**src/rtl/fetch_ctrl_pkg.sv**
```systemverilog
// Shared fetch-unit defines (datapath width, reset PC, NOP, state encoding) and
// the package that turns them into typed constants for the fetch sequencer.
`ifndef FETCH_CTRL_DEFINES
`define FETCH_CTRL_DEFINES
`define XLEN 32
`define RESET_PC 32'h0000_0000
`define NOP_INST 32'h0000_0013
`define FETCH_ST_IDLE 2'd0
`define FETCH_ST_REQ 2'd1
`define FETCH_ST_WAIT 2'd2
`define FETCH_ST_DROP 2'd3
`endif

package fetch_ctrl_pkg;

  localparam logic [31:0] NOP_INST = `NOP_INST;

  typedef enum logic [1:0] {
    FS_IDLE = `FETCH_ST_IDLE,
    FS_REQ  = `FETCH_ST_REQ,
    FS_WAIT = `FETCH_ST_WAIT,
    FS_DROP = `FETCH_ST_DROP
  } fetch_state_e;

endpackage

```
**src/rtl/fetch_ctrl.sv**
```systemverilog
// Instruction-fetch sequencer: owns the PC, keeps one imem request in flight and
// buffers the returned word with its PC for the IF/ID register.
module fetch_ctrl
  import fetch_ctrl_pkg::*;
#(
  parameter int unsigned     XLEN     = `XLEN,
  parameter logic [XLEN-1:0] RESET_PC = XLEN'(`RESET_PC)
) (
  input  logic            clk_i,
  input  logic            rst_ni,
  input  logic            stall_i,
  input  logic            redirect_i,
  input  logic [XLEN-1:0] redirect_pc_i,
  output logic            imem_req_o,
  output logic [XLEN-1:0] imem_addr_o,
  input  logic            imem_gnt_i,
  input  logic            imem_rvalid_i,
  input  logic [XLEN-1:0] imem_rdata_i,
  output logic [XLEN-1:0] pc_o,
  output logic [XLEN-1:0] inst_o,
  output logic            valid_o,
  output logic            flush_o,
  output logic [1:0]      dbg_state_o
);

  // Handshake: a request transfers at a rising edge where imem_req_o and
  // imem_gnt_i are both high; the response (imem_rvalid_i) is single-cycle and
  // cannot be back-pressured. valid_o/stall_i form the IF/ID handoff: the pair
  // on pc_o/inst_o is consumed at an edge where valid_o is high and stall_i low.

  fetch_state_e    state_q, state_d;
  logic [XLEN-1:0] pc_q, pc_d;
  logic [XLEN-1:0] pc_out_q, pc_out_d;
  logic [XLEN-1:0] inst_q, inst_d;
  logic            valid_q, valid_d;
  logic            imem_req;
  logic            unused_redirect_lsbs;

  assign unused_redirect_lsbs = ^redirect_pc_i[1:0];

  always_comb begin
    state_d  = state_q;
    pc_d     = pc_q;
    pc_out_d = pc_out_q;
    inst_d   = inst_q;
    valid_d  = valid_q;
    // Only request when the buffer is guaranteed empty by the time data returns.
    imem_req = (state_q == FS_REQ) && (!valid_q || !stall_i) && !redirect_i;

    if (valid_q && !stall_i) valid_d = 1'b0;

    if (redirect_i) begin
      valid_d = 1'b0;
      pc_d    = {redirect_pc_i[XLEN-1:2], 2'b00};
      case (state_q)
        // An outstanding response becomes stale; it must be swallowed first.
        FS_WAIT, FS_DROP: state_d = imem_rvalid_i ? FS_REQ : FS_DROP;
        default:          state_d = FS_REQ;
      endcase
    end else begin
      case (state_q)
        FS_IDLE: state_d = FS_REQ;
        FS_REQ: begin
          if (imem_req && imem_gnt_i) state_d = FS_WAIT;
        end
        FS_WAIT: begin
          if (imem_rvalid_i) begin
            pc_out_d = pc_q;
            inst_d   = imem_rdata_i;
            valid_d  = 1'b1;
            pc_d     = pc_q + XLEN'(4);
            state_d  = FS_REQ;
          end
        end
        FS_DROP: begin
          if (imem_rvalid_i) state_d = FS_REQ;
        end
        default: state_d = FS_IDLE;
      endcase
    end
  end

  always_ff @(posedge clk_i or negedge rst_ni) begin
    if (!rst_ni) begin
      state_q  <= FS_IDLE;
      pc_q     <= RESET_PC;
      pc_out_q <= '0;
      inst_q   <= XLEN'(NOP_INST);
      valid_q  <= 1'b0;
    end else begin
      state_q  <= state_d;
      pc_q     <= pc_d;
      pc_out_q <= pc_out_d;
      inst_q   <= inst_d;
      valid_q  <= valid_d;
    end
  end

  assign imem_req_o  = imem_req;
  assign imem_addr_o = pc_q;
  assign pc_o        = pc_out_q;
  assign inst_o      = inst_q;
  assign valid_o     = valid_q;
  assign flush_o     = redirect_i;
  assign dbg_state_o = state_q;

endmodule

```
**config.mk**
```make
export PLATFORM = sky130hd
export DESIGN_NAME = fetch_ctrl
export DESIGN_NICKNAME = d
export VERILOG_FILES = /design/src/rtl/fetch_ctrl_pkg.sv /design/src/rtl/fetch_ctrl.sv
export SDC_FILE = /design/constraint.sdc
export NUM_CORES = 1
export LEC_CHECK = 0
export BUFFER_PORTS_ARGS = -buffer_cell sky130_fd_sc_hd__buf_2
export CORE_UTILIZATION = 49
export DETAILED_ROUTE_END_ITERATION = 12
export HOLD_SLACK_MARGIN = 0.12
export PLACE_DENSITY = 0.8
export SLEW_MARGIN = 20
export SYNTH_ARGS = -nofsm -noshare
export SYNTH_HDL_FRONTEND = slang
export SYNTH_SLANG_ARGS = --single-unit
```
**constraint.sdc**
```tcl
create_clock -name clk_i -period 2.6 [get_ports clk_i]
set_input_delay 0.52 -clock clk_i [delete_from_list [all_inputs] [get_ports clk_i]]
set_output_delay 0.52 -clock clk_i [all_outputs]
set_load 0.05 [all_outputs]
```
== Yosys cells after proc, flatten, opt, wreduce, memory -nomap -nowiden ==
Index checks and enable logic that the tools add are counted.
Widths: inputs -> output; s select.
Word-level totals
  register bits: 99
  bits in latches: 0
  bits in writable memories: 0
  memory bits (read-only): 0
  bits of input ports: 70
  output and inout bits: 101
  word-level logic and storage cells: 40
  memories: 0
Cells by class
  add/sub/neg operators: 1
  multiply operators: 0
  div/mod/pow operators: 0
  order comparisons: 0
  eq/ne operators: 5
  shifts and indexed selects: 0
  multiplexer cells: 13
  bitwise logic cells: 1
  reduce and logical (&&, ||, !) cells: 15
Operator list (count)
  $mux 32: 3
  $add 32x3->32 const B: 1
  $mux 2: 5
  $pmux 2 s3: 1
  $eq 2x2->1 const B: 2
  $logic_and 1x1->1: 4
  $mux 1: 4
  $reduce_and 2->1: 2
  $reduce_bool 2->1: 2
  $logic_not 1->1: 3
  $ne 3x1->1 const B: 1
  $ne 3x2->1 const B: 1
  $reduce_and 3->1: 1
  $eq 2x1->1 const B: 1
  $logic_not 2->1: 1
  $reduce_or 2->1: 1
  $logic_or 1x1->1: 1
  $not 1->1: 1

== Longest topological paths before layout ==
  depth in word-level cells: 8
  gate-level depth with buffers: 7
  depth with buffers taken out: 5

== Worst setup path before layout ==
OpenSTA, ideal clock, no wires.
  path type: input to output
  start point: in redirect_i
  end point: out imem_req_o
  data arrival time: 2.005 ns
  required time: 2.080 ns
  setup slack: 0.075 ns
  cell stages on the path: 3
  buffers on the path: 2
  cells stage by stage: clkbuf_1 > clkbuf_1 > nor3_1
Between the ends
  longest elaborated chain between the ends: 2
Ends and longest elaborated chain
  from (decl): line fetch_ctrl.sv:12  | input logic redirect_i,
  $logic_not 1->1: line fetch_ctrl.sv:48  | imem_req = (state_q == FS_REQ) && (!valid_q || !stall_i) && !redirect_i;
  $logic_and 1x1->1: line fetch_ctrl.sv:48
  to (decl): line fetch_ctrl.sv:14  | output logic imem_req_o,
No other way between the ends.

== Final worst setup path ==
  start point: reg pc_q[2] (netlist: imem_addr_o[2])
  end point: reg pc_q[18] (netlist: imem_addr_o[18])
Between the ends
  longest elaborated chain between the ends: 4
Ends and longest elaborated chain
  from (decl): line fetch_ctrl.sv:32  | logic [XLEN-1:0] pc_q, pc_d;
  from (signal assigned): line fetch_ctrl.sv:92  | pc_q <= pc_d;
  $add 32x3->32: line fetch_ctrl.sv:71  | pc_d = pc_q + XLEN'(4);
  $mux 32: line fetch_ctrl.sv:67  | if (imem_rvalid_i) begin
  $mux 32: line fetch_ctrl.sv:61  | case (state_q)
  $mux 32: line fetch_ctrl.sv:52  | if (redirect_i) begin
No other way between the ends. The select of a mux whose other input is x is not followed.
A chain may end at the register's enable or synchronous reset.

==> impl_metrics.py <==
metrics = {
    "status": {
        "outcome": "complete, no violations",
    },
    "sta": {
        "slew_headroom": 0.5945,
        "setup_ws_final_ns": 0.3512,
        "finalCriticalPeriod_ns": 2.249,
        "timing.final.hold_violations": 0,
        "transition_time_at_the_pin_with_the_least_slew_margin_ns": 0.6083,
        "rsz0062_at_grt": "false",
        "timing_max_transition_violations_final": 0,
        "setup_viol": 0,
        "timing.setup.tns_ns": 0,
        "achievable-frequency_mhz": 444.7,
        "timing.clock.skew_ns": 0.01738,
        "post-route-period-util": 0.8649,
    },
    "final_layout": {
        "n_antenna_cell": 0,
        "syn_to_final_growth_pct": 26.07,
        "share_of_post_route_cells_with_drive_strength_above_1": 0.4192,
        "num-nets-final": 598,
        "finish.instance_area_um2": 5470,
        "fill_cells": 698,
    },
    "detailed_routing": {
        "routed_wl_um": 10590,
        "num_vias": 3558,
        "drc_violations_left": 0,
        "drt-initial-drc-count": 138,
        "avgRoutedWirePerCell_um": 16.62,
        "viasPerCell": 5.586,
        "drt_pre_antenna_iters": 4,
        "routed_antenna_nets": 0,
    },
    "synthesis": {
        "synth_ff_type": "sky130_fd_sc_hd__dfrtp_1",
        "synth.ff_latch_count": 95,
        "synth-async-reset-ratio": 1.000,
        "ys_seq_area_frac": 0.5487,
        "yosysMostFrequentCell": "sky130_fd_sc_hd__dfrtp_1",
        "yosysWarnings": 0,
        "yosysUniqueCellTypes": 44,
        "synth-edff-count": 0,
        "yosys-top-cells-count": "sky130_fd_sc_hd__dfrtp_1, sky130_fd_sc_hd__mux2_1, sky130_fd_sc_hd__mux2_2",
        "synth.largest_area_cell": "sky130_fd_sc_hd__dfrtp_1",
        "synthCells": 368,
        "syn_area_um2": 4339,
        "post_synth_main_area_contributors": "sky130_fd_sc_hd__dfrtp_1, sky130_fd_sc_hd__mux2_1, sky130_fd_sc_hd__mux2_2",
        "post-synth-top-area-fraction": 0.5306,
        "avg_cell_area_syn_um2": 11.79,
    },
    "setup_path": {
        "criticalPathCategory": "flop to flop",
        "ff2ff_path_depth": 5,
        "critical_path.reg2reg.startpoint": "imem_addr_o[2]",
        "cp_data_arrival_time_ns": 2.54,
        "setup.reg_to_reg.worst_slack_ns": 0.35,
        "crit_path_start_kind": "flop",
        "path_max_fanout": 7,
        "cp.required_ns": 2.89,
        "reg2reg_to": "imem_addr_o[18]",
        "end_kind": "flop",
    },
    "floorplan": {
        "design.portCount": 171,
        "initial_utilization": 0.5177,
        "fp-row-count": 33,
        "die_w_um": 96.11,
        "floorplan_die_area_um2": 9236,
        "core_region_area_um2": 8382,
        "floorplan.die.height_um": 96.11,
    },
    "clock_tree": {
        "clock_path_buffers": 2,
        "cts_htree_levels": 3,
        "clk_pin_slew_ns": 0.11,
        "cts_sinks": 95,
        "cts_post_setup_buffers_inserted": 0,
        "cts.hold.buffers_added": 0,
        "clockRootBuffer": "sky130_fd_sc_hd__clkbuf_8",
        "cts_bufs_inserted": 9,
        "worstSkewPairLatency_ns": 0.36,
        "tritoncts": "built",
        "cts_resized": 0,
    },
    "global_routing": {
        "grt_antenna_before_repair": 0,
        "gr-usage-all-layers": 0.2363,
        "grt_pass1_wl_um": 16500,
        "global_route.overflow_total": 0,
        "grt_pass1_vias": 3441,
        "grt_max_degree": 48,
    },
    "worst_hold_path": {
        "holdCritPathClass": "input port to asynchronous set/reset pin",
    },
    "pwr": {
        "net-switching-power_w": 0.002150,
        "cellInternalPower_w": 0.002782,
        "leakagePower_nw": 2.674,
        "share_comb_of_total_power": 0.379,
        "vdd.ir_drop.worst_mv": 0.4480,
        "switching_share": 0.4359,
        "power_frac_seq": 0.401,
        "power.density_cell_area_nw_per_um2": 901.5,
        "clockPowerShare": 0.220,
        "power.total_w": 0.004932,
    },
    "run": {
        "max_cap_violations": 0,
    },
    "placed_design": {
        "count_of_input_and_output_buffers": 164,
        "globalplace.congestion": 0.7787,
        "dp_slack_ns": 0.3981,
        "detailed_place.area_um2": 5253,
        "hpwlAfterDp_um": 7837,
    },
}
-- power by group through the flow --
stage	sequential, W	clock [W]	combinational (W)
global placement	0.00199	0	0.00186
global route	0.00203	0.00116	0.00196
CTS	0.00198	0.00110	0.00188
finish	0.00198	0.00108	0.00187
floorplan	0.00305	0	0.000338
detailed placement	0.00201	0	0.00188
-- placed cells by master (no fill, tap or decap), types with 2 or more instances in the layout --
cell type                   netlist  final
sky130_fd_sc_hd__a31oi_1         14     14
sky130_fd_sc_hd__and3_1           5      5
sky130_fd_sc_hd__inv_1            3      3
sky130_fd_sc_hd__buf_2           11    163
sky130_fd_sc_hd__nor2_1          18     17
sky130_fd_sc_hd__mux2_2          29     29
sky130_fd_sc_hd__nand3_1         18     18
sky130_fd_sc_hd__buf_4            6      7
sky130_fd_sc_hd__inv_6            0      2
sky130_fd_sc_hd__o21ai_0         12     12
sky130_fd_sc_hd__and4_1           2      2
sky130_fd_sc_hd__nand4b_1         2      2
sky130_fd_sc_hd__or3_1            3      3
sky130_fd_sc_hd__nand4_1         10     10
sky130_fd_sc_hd__or4_1           21     21
sky130_fd_sc_hd__nor3_1           2      2
sky130_fd_sc_hd__nor4_1           3      3
sky130_fd_sc_hd__mux2_1          33     33
sky130_fd_sc_hd__bufinv_16        0      2
sky130_fd_sc_hd__o21ai_1          2      2
sky130_fd_sc_hd__o31ai_1         15     15
sky130_fd_sc_hd__xnor2_1          5      5
sky130_fd_sc_hd__nand2_1         24     24
sky130_fd_sc_hd__buf_12           0      2
sky130_fd_sc_hd__o211ai_1         3      3
sky130_fd_sc_hd__xor2_1           5      5
sky130_fd_sc_hd__clkbuf_8         0      9
sky130_fd_sc_hd__dfstp_2          3      3
sky130_fd_sc_hd__dfrtp_1         92     92
sky130_fd_sc_hd__conb_1           1      4
-- kinds of logic (layout without fill, tap and decap cells) --
logic type	Yosys count	in the layout	synth area share
xor+xnor	10	10	0.02018
fa+ha+maj	1	1	0.002883
compound gates	49	49	0.07266
flops	95	95	0.5487
buf+inv	30	191	0.03604
simple gates	119	119	0.1554
other cells	1	4	0.0008642
mux	63	63	0.1632
-- sequential cells by signal (all words and copies together), names as in the netlist --
register	count
imem_addr_o	30
inst_o	32
pc_o	30
valid_o	1
dbg_state_o	2
-- worst max path at each step --
| stage | startpoint | to | cells past startpoint |
|---|---|---|---|
| 2_1_floorplan | redirect_i | imem_req_o | 3 |
| 3_3_place_gp | imem_addr_o[2] | imem_addr_o[18] | 5 |
| 3_5_place_dp | imem_addr_o[3] | imem_addr_o[18] | 5 |
| 4_1_cts | imem_addr_o[2] | imem_addr_o[18] | 5 |
| 5_1_grt | imem_addr_o[2] | imem_addr_o[18] | 5 |
| 6_report | imem_addr_o[2] | imem_addr_o[18] | 5 |
-- critical path, cell delays in order (launching register included) --
cell,delay (ns)
sky130_fd_sc_hd__dfrtp_1,0.46
sky130_fd_sc_hd__ha_1,0.29
sky130_fd_sc_hd__nand4b_1,0.24
sky130_fd_sc_hd__or4_1,0.59
sky130_fd_sc_hd__or4_1,0.51
sky130_fd_sc_hd__nand3_1,0.09
-- area by class of cell --
| type | count | area [um2] | share of cell area |
|---|---|---|---|
| repair buffers | 172 | 908.4 | 0.1661 |
| clock buffers | 10 | 127.6 | 0.02333 |
| inverters | 3 | 11.26 | 0.002059 |
| flip-flops and latches | 95 | 2381 | 0.4353 |
| clock inverters | 6 | 90.09 | 0.01647 |
| multi-input cells | 246 | 1821 | 0.3328 |
| well taps | 105 | 131.4 | 0.02402 |
-- layer usage --
metal,global-route usage,part of all wire,vias to the layer above
met1,0.3039,0.41,1751
li1,-,-,1667
met2,0.3871,0.51,124
met4,0.09950,0.016,0
met5,0,0,-
met3,0.04897,0.060,16
-- metrics by stage --
stage | hold WS, ns | instances | utilization
2_1_floorplan | 0.2244 | 371 | -
3_3_place_gp | 0.4620 | 621 | 0.6267
3_5_place_dp | 0.4692 | 621 | 0.6267
4_1_cts | 0.1703 | 637 | 0.6526
5_1_grt | 0.1806 | 637 | 0.6526
6_report | 0.1468 | 637 | 0.6526
Note: power is estimated with default switching activity, not from simulation.
